<file path="src/rtl/eth_video_line_rx.sv">
// GMII receiver that parses Ethernet/IPv4/UDP video-line packets into a pixel stream.
// Optional ETH_VIDEO_RX_PORT_FILTER_EN: drop UDP packets whose destination port is not UDP_PORT.
module eth_video_line_rx #(
  parameter logic [15:0] UDP_PORT   = 16'd8080,
  parameter logic [15:0] MAX_PIXELS = 16'd1920
) (
  input  logic        clk,
  input  logic        reset,
  input  logic [7:0]  gmii_rxd,
  input  logic        gmii_rx_dv,
  output logic [23:0] pixel_data,
  output logic        pixel_de,
  output logic [15:0] line_number,
  output logic        line_sync,
  output logic        frame_sync,
  output logic        line_done,
  output logic        line_err,
  output logic [15:0] drop_cnt
);

  typedef enum logic [2:0] {
    StIdle, StPreamble, StEthHdr, StIpHdr, StUdpHdr, StVidHdr, StPixel, StDrop
  } state_e;

  state_e      state_q, state_d;
  logic [15:0] cnt_q, cnt_d;
  logic [23:0] sh_q, sh_d;
  logic [15:0] pix_total_q, pix_total_d;
  logic [15:0] pix_cnt_q, pix_cnt_d;
  logic [1:0]  phase_q, phase_d;
  logic        wait_q, wait_d;
  logic [23:0] pixel_data_q, pixel_data_d;
  logic [15:0] line_number_q, line_number_d;
  logic [15:0] drop_cnt_q, drop_cnt_d;
  logic        pixel_de_q, pixel_de_d, line_sync_q, line_sync_d, frame_sync_q, frame_sync_d;
  logic        line_done_q, line_done_d, line_err_q, line_err_d;
  logic        drop_inc;
  logic [15:0] word;

  // Previous byte concatenated with the current one: a big-endian 16-bit field ending now.
  assign word = {sh_q[7:0], gmii_rxd};

`ifndef ETH_VIDEO_RX_PORT_FILTER_EN
  logic unused_udp_port;
  assign unused_udp_port = ^UDP_PORT;
`endif

  always_comb begin
    state_d       = state_q;
    cnt_d         = cnt_q + 16'd1;
    sh_d          = gmii_rx_dv ? {sh_q[15:0], gmii_rxd} : sh_q;
    pix_total_d   = pix_total_q;
    pix_cnt_d     = pix_cnt_q;
    phase_d       = phase_q;
    wait_d        = wait_q;
    pixel_data_d  = pixel_data_q;
    line_number_d = line_number_q;
    pixel_de_d    = 1'b0;
    line_sync_d   = 1'b0;
    frame_sync_d  = 1'b0;
    line_done_d   = 1'b0;
    line_err_d    = 1'b0;
    drop_inc      = 1'b0;

    unique case (state_q)
      StIdle: begin
        // After reset, wait for the interrupted packet to end before looking for a new one.
        if (wait_q) begin
          if (!gmii_rx_dv) wait_d = 1'b0;
        end else if (gmii_rx_dv) begin
          state_d = StPreamble;
        end
      end
      StPreamble: begin
        if (!gmii_rx_dv) begin
          drop_inc = 1'b1;
          state_d  = StIdle;
        end else if (gmii_rxd == 8'hD5) begin
          state_d = StEthHdr;
        end else if (gmii_rxd != 8'h55) begin
          drop_inc = 1'b1;
          state_d  = StDrop;
        end
      end
      StEthHdr: begin
        if (!gmii_rx_dv) begin
          drop_inc = 1'b1;
          state_d  = StIdle;
        end else if ((cnt_q == 16'd12 && gmii_rxd != 8'h08) ||
                     (cnt_q == 16'd13 && gmii_rxd != 8'h00)) begin
          drop_inc = 1'b1;
          state_d  = StDrop;
        end else if (cnt_q == 16'd13) begin
          state_d = StIpHdr;
        end
      end
      StIpHdr: begin
        if (!gmii_rx_dv) begin
          drop_inc = 1'b1;
          state_d  = StIdle;
        end else if ((cnt_q == 16'd0 && gmii_rxd != 8'h45) ||
                     (cnt_q == 16'd9 && gmii_rxd != 8'h11)) begin
          drop_inc = 1'b1;
          state_d  = StDrop;
        end else if (cnt_q == 16'd19) begin
          state_d = StUdpHdr;
        end
      end
      StUdpHdr: begin
        if (!gmii_rx_dv) begin
          drop_inc = 1'b1;
          state_d  = StIdle;
`ifdef ETH_VIDEO_RX_PORT_FILTER_EN
        end else if (cnt_q == 16'd3 && word != UDP_PORT) begin
          drop_inc = 1'b1;
          state_d  = StDrop;
`endif
        end else if (cnt_q == 16'd7) begin
          state_d = StVidHdr;
        end
      end
      StVidHdr: begin
        if (!gmii_rx_dv) begin
          drop_inc = 1'b1;
          state_d  = StIdle;
        end else if (cnt_q == 16'd3) begin
          if (word == 16'd0 || word > MAX_PIXELS) begin
            drop_inc = 1'b1;
            state_d  = StDrop;
          end else begin
            line_number_d = sh_q[23:8];
            line_sync_d   = 1'b1;
            frame_sync_d  = (sh_q[23:8] == 16'd0);
            pix_total_d   = word;
            pix_cnt_d     = 16'd0;
            phase_d       = 2'd0;
            state_d       = StPixel;
          end
        end
      end
      StPixel: begin
        if (!gmii_rx_dv) begin
          line_err_d = 1'b1;
          drop_inc   = 1'b1;
          state_d    = StIdle;
        end else if (phase_q == 2'd2) begin
          phase_d      = 2'd0;
          pixel_data_d = {sh_q[15:0], gmii_rxd};
          pixel_de_d   = 1'b1;
          pix_cnt_d    = pix_cnt_q + 16'd1;
          if (pix_cnt_q + 16'd1 == pix_total_q) begin
            line_done_d = 1'b1;
            state_d     = StDrop;
          end
        end else begin
          phase_d = phase_q + 2'd1;
        end
      end
      StDrop: begin
        if (!gmii_rx_dv) state_d = StIdle;
      end
      default: state_d = StIdle;
    endcase

    if (state_d != state_q) cnt_d = 16'd0;
    drop_cnt_d = (drop_inc && drop_cnt_q != 16'hFFFF) ? drop_cnt_q + 16'd1 : drop_cnt_q;
  end

  always_ff @(posedge clk) begin
    if (reset) begin
      state_q       <= StIdle;
      cnt_q         <= 16'd0;
      sh_q          <= 24'd0;
      pix_total_q   <= 16'd0;
      pix_cnt_q     <= 16'd0;
      phase_q       <= 2'd0;
      wait_q        <= 1'b1;
      pixel_data_q  <= 24'd0;
      line_number_q <= 16'd0;
      drop_cnt_q    <= 16'd0;
      pixel_de_q    <= 1'b0;
      line_sync_q   <= 1'b0;
      frame_sync_q  <= 1'b0;
      line_done_q   <= 1'b0;
      line_err_q    <= 1'b0;
    end else begin
      state_q       <= state_d;
      cnt_q         <= cnt_d;
      sh_q          <= sh_d;
      pix_total_q   <= pix_total_d;
      pix_cnt_q     <= pix_cnt_d;
      phase_q       <= phase_d;
      wait_q        <= wait_d;
      pixel_data_q  <= pixel_data_d;
      line_number_q <= line_number_d;
      drop_cnt_q    <= drop_cnt_d;
      pixel_de_q    <= pixel_de_d;
      line_sync_q   <= line_sync_d;
      frame_sync_q  <= frame_sync_d;
      line_done_q   <= line_done_d;
      line_err_q    <= line_err_d;
    end
  end

  // Outputs are forced low for the whole reset window, not just after the first edge.
  assign pixel_data  = reset ? 24'd0 : pixel_data_q;
  assign pixel_de    = reset ? 1'b0  : pixel_de_q;
  assign line_number = reset ? 16'd0 : line_number_q;
  assign line_sync   = reset ? 1'b0  : line_sync_q;
  assign frame_sync  = reset ? 1'b0  : frame_sync_q;
  assign line_done   = reset ? 1'b0  : line_done_q;
  assign line_err    = reset ? 1'b0  : line_err_q;
  assign drop_cnt    = reset ? 16'd0 : drop_cnt_q;

endmodule

</file>
<file path="config.mk">
export PLATFORM = sky130hd
export DESIGN_NAME = eth_video_line_rx
export DESIGN_NICKNAME = d
export VERILOG_FILES = /design/src/rtl/eth_video_line_rx.sv
export SDC_FILE = /design/constraint.sdc
export NUM_CORES = 1
export LEC_CHECK = 0
export BUFFER_PORTS_ARGS = -buffer_cell sky130_fd_sc_hd__buf_2
export CAP_MARGIN = 20
export CORE_ASPECT_RATIO = 1.25
export CORE_MARGIN = 2
export CORE_UTILIZATION = 53
export DETAILED_ROUTE_END_ITERATION = 7
export PLACE_DENSITY = 0.78
export SETUP_SLACK_MARGIN = 0.5
export SLEW_MARGIN = 20
export SYNTH_ARGS = -nofsm -noshare
export SYNTH_HDL_FRONTEND = slang
export SYNTH_SLANG_ARGS = --single-unit
export TNS_END_PERCENT = 20
</file>
<file path="constraint.sdc">
create_clock -name clk -period 2.5 [get_ports clk]
set_input_delay 0.125 -clock clk [delete_from_list [all_inputs] [get_ports clk]]
set_output_delay 0.125 -clock clk [all_outputs]
set_load 0.005 [all_outputs]
</file>
==> impl_metrics.csv <==
group,metric,value,unit
worst_setup_path,worstPathRequired,2.80,ns
worst_setup_path,worst_setup_path_start_kind,"register",
timing,drv_slew,0,
die,core_region_area,12700,um^2
clock_network,cts_tree,"done",
global_route,grt_max_degree,49,
placed_design,numPortBuffers,71,
yosys,syn_area,6920,um^2
timing,fmax,0.408,GHz
worst_setup_path,path_cells,"buf_6 -> or4b_4 -> a211oi_4 -> o21ai_4 -> a2111oi_4 -> nand4_1 -> mux2_4",
placed_design,placedCellCount,1070,
die,rows,46,
route,ant_nets,0,
placed_design,pre_cts_ws,-0.0740,ns
die,start_util,54.4,%
clock_network,htree_levels,4,
clock_network,clockBufferDepth,2,
clock_network,clockRootBuffer,"clkbuf_16",
worst_setup_path,crit_cells,7,
clock_network,cts.sinks,139,
yosys,synth_cell_type_count,70,
route,first_iter_violations,448,
clock_network,cts_buffers,17,
worst_setup_path,reg2reg_depth,7,
yosys,synth-seq-cells,139,
yosys,synth_top_cell_by_area,"dfxtp_1",
worst_setup_path,crit_family,"compound AO/OA/AOI/OAI gates",
layout,syn_to_final_growth,28.2,%
global_route,antenna_found_initial,0,
layout,instances_no_fill,1122,
die,fp.dieW,106,um
global_route,grt_pass1_wl,30.2,mm
placed_design,dpl_cell_area,7830,um^2
yosys,synth_common_cells,"dfxtp_1 (139), nand2_1 (94), nor2_1 (87)",
worst_setup_path,crit_arrival,2.75,ns
placed_design,place.gp.congestion,0.847,
worst_setup_path,cpPeakStageDelay,0.51,ns
worst_setup_path,crit-reg2reg-launch,"state_q[0]",
route,num_vias,6511,
worst_setup_path,regToRegSetupSlack,0.05,ns
layout,n_fill_cell,971,
global_route,grt.total_usage,26.6,%
timing,rsz0062_at_grt,"yes",
route,drc,0,
yosys,synthDominantCellAreaShare,40.2,%
timing,clock_skew,0.00909,ns
placed_design,hpwl,11.8,mm
layout,antenna_cells,0,
worst_setup_path,worstSetupStartpoint,"state_q[0]",
timing,setup_viol,0,
timing,fin_tns_setup,0,ns
yosys,postSynthAreaPerCell,8.38,um^2
yosys,netlist_top_cells_area,"dfxtp_1 (40%), mux2i_1 (5.6%), nor2b_1 (5.6%), nand2_1 (5.1%), nor2_1 (4.7%)",
worst_hold_path,hold_path_class,"primary input to register",
clock_network,ctsHoldBuffers,0,
yosys,yosysSeqAreaShare,40.2,%
timing,fin_crit,2.45,ns
worst_setup_path,crit_type,"register to register",
route,wl_per_cell,16.8,um
yosys,yosysMostFrequentCell,"dfxtp_1",
yosys,syn_nets,841,
power_and_ir_drop,max-vdd-ir-drop,0.000470,V
yosys,ys_warn_count,0,
timing,post-route-period-util,97.9,%
layout,nets,957,
run,cap_violations,0,
power_and_ir_drop,p_per_area,610,nW/um^2
yosys,synthCells,825,
worst_setup_path,cp-endpoint,"drop_cnt_q[11]",
yosys,ys_async_sr_fraction,0,%
clock_network,cts.clk_slew.worst_paths,0.06,ns
worst_setup_path,rr_endpoint,"drop_cnt_q[11]",
yosys,synthFlopType,"dfxtp_1",
timing,worst_slack,0.0513,ns
status,status,"finished, final reports clean",
timing,tightest_slew,0.639,ns
clock_network,clk_latency,0.42,ns
yosys,synth_edf_count,0,
die,dieArea,14000,um^2
worst_setup_path,worstPathMaxFanout,5,
layout,utilization,69.7,%
route,wirelength,18.9,mm
global_route,overflow,0,
layout,postLayoutCellArea,8870,um^2
power_and_ir_drop,p_leak,0.00375,uW
route,viasPerCell,5.80,
timing,slew_headroom,57.4,%
worst_setup_path,critPathSlowestCell,"or4b_4",
die,io_pins,72,
timing,hold_viol_final,0,
layout,layout-drive-gt1-share,28.0,%
die,die_h,132,um
global_route,grt_pass1_vias,6199,
worst_setup_path,crit_buf_inv,1,
route,drtPass1Iterations,7,
worst_setup_path,endpoint_kind,"register",
==> cells by family after synthesis <==
family	count (synthesis)	share of synthesized area [%]
and+or+nand+nor	400	31.1
DFF	139	40.2
AOI/OAI and AO/OA	130	11.9
buffers and inverters	65	3.78
muxes	51	7.60
xor gates and xnor gates	35	4.43
adders and majority gates	5	0.904
==> routing by layer <==
layer,track usage [%],vias up,wire [um]
met4,10.6,0,501
met5,0,-,0
li1,-,3142,-
met3,5.95,47,1220
met1,31.8,3091,7480
met2,45.9,231,9680
==> per-stage QoR <==
| step | power [uW] | hold WS, ns |
|---|---|---|
| after CTS | 5400 | 0.0513 |
| final | 5410 | 0.0632 |
| after detailed placement | 2750 | 0.442 |
| after global placement | 2740 | 0.437 |
| after floorplan | 2620 | 0.261 |
| after global routing | 5600 | 0.0664 |
==> area by class of cell <==
class	instances	area, um^2	share of cell area [%]
Clock buffer	19	443	4.99
Inverter	11	41.3	0.466
Sequential cell	139	2820	31.8
Timing Repair Buffer	151	990	11.2
Clock inverter	13	176	1.99
Tap cell	168	210	2.37
Multi-Input combinational cell	621	4190	47.2
==> state kept, by name (all words and copies together) (netlist names), 2 cells and up <==
| name | cells |
|---|---|
| pixel_data_q | 24 |
| sh_q | 24 |
| cnt_q | 16 |
| drop_cnt_q | 16 |
| line_number_q | 16 |
| pix_cnt_q | 16 |
| pix_total_q | 16 |
| state_q | 3 |
| phase_q | 2 |
==> where the power goes <==
group	total [uW]	leakage, uW	internal (uW)	switching, uW
combinational	469	0.00231	190	279
sequential	2300	0.00113	2250	50.9
clock	2640	0.000301	1620	1020
==> worst register-to-register path: cells and delay by family (launching register included) <==
kind,cells,cell delay [ns]
compound gates,3,0.85
simple gates,2,0.69
flops,1,0.35
mux,1,0.33
buf+inv,1,0.12
==> layout by cell type (no fill, tap or decap), types with 11 or more instances in the layout <==
| cell type | count |
|---|---|
| a21oi_1 | 61 |
| dfxtp_1 | 123 |
| and4b_1 | 16 |
| nor2_1 | 85 |
| mux2i_1 | 39 |
| xor2_1 | 11 |
| nand2_1 | 91 |
| buf_2 | 70 |
| nor2b_1 | 62 |
| o21ai_0 | 18 |
| nand3_1 | 32 |
| buf_4 | 75 |
| xnor2_1 | 24 |
| clkbuf_16 | 17 |
| nand4_1 | 17 |
==> what timing repair did <==
| item | 4_1_cts | 5_1_grt |
|---|---|---|
| pin swaps | 13 | 26 |
| endpoints found under the setup margin | 83 | 86 |
| hold endpoints to repair | 0 | 0 |
| gates resized for setup | 21 | 44 |
| setup buffers | 6 | 14 |
==> worst min path at each step <==
stage	from	to	slack, ns	depth (start not counted)
2_1_floorplan	gmii_rxd[0]	pixel_data_q[0]	0.26	2
3_3_place_gp	pixel_data_q[1]	pixel_data_q[1]	0.44	2
3_5_place_dp	pixel_data_q[0]	pixel_data_q[0]	0.44	2
4_1_cts	gmii_rxd[0]	pixel_data_q[0]	0.05	3
5_1_grt	gmii_rxd[0]	pix_total_q[0]	0.07	3
6_report	gmii_rxd[0]	pix_total_q[0]	0.06	3
(Power assumes the default switching activity.)
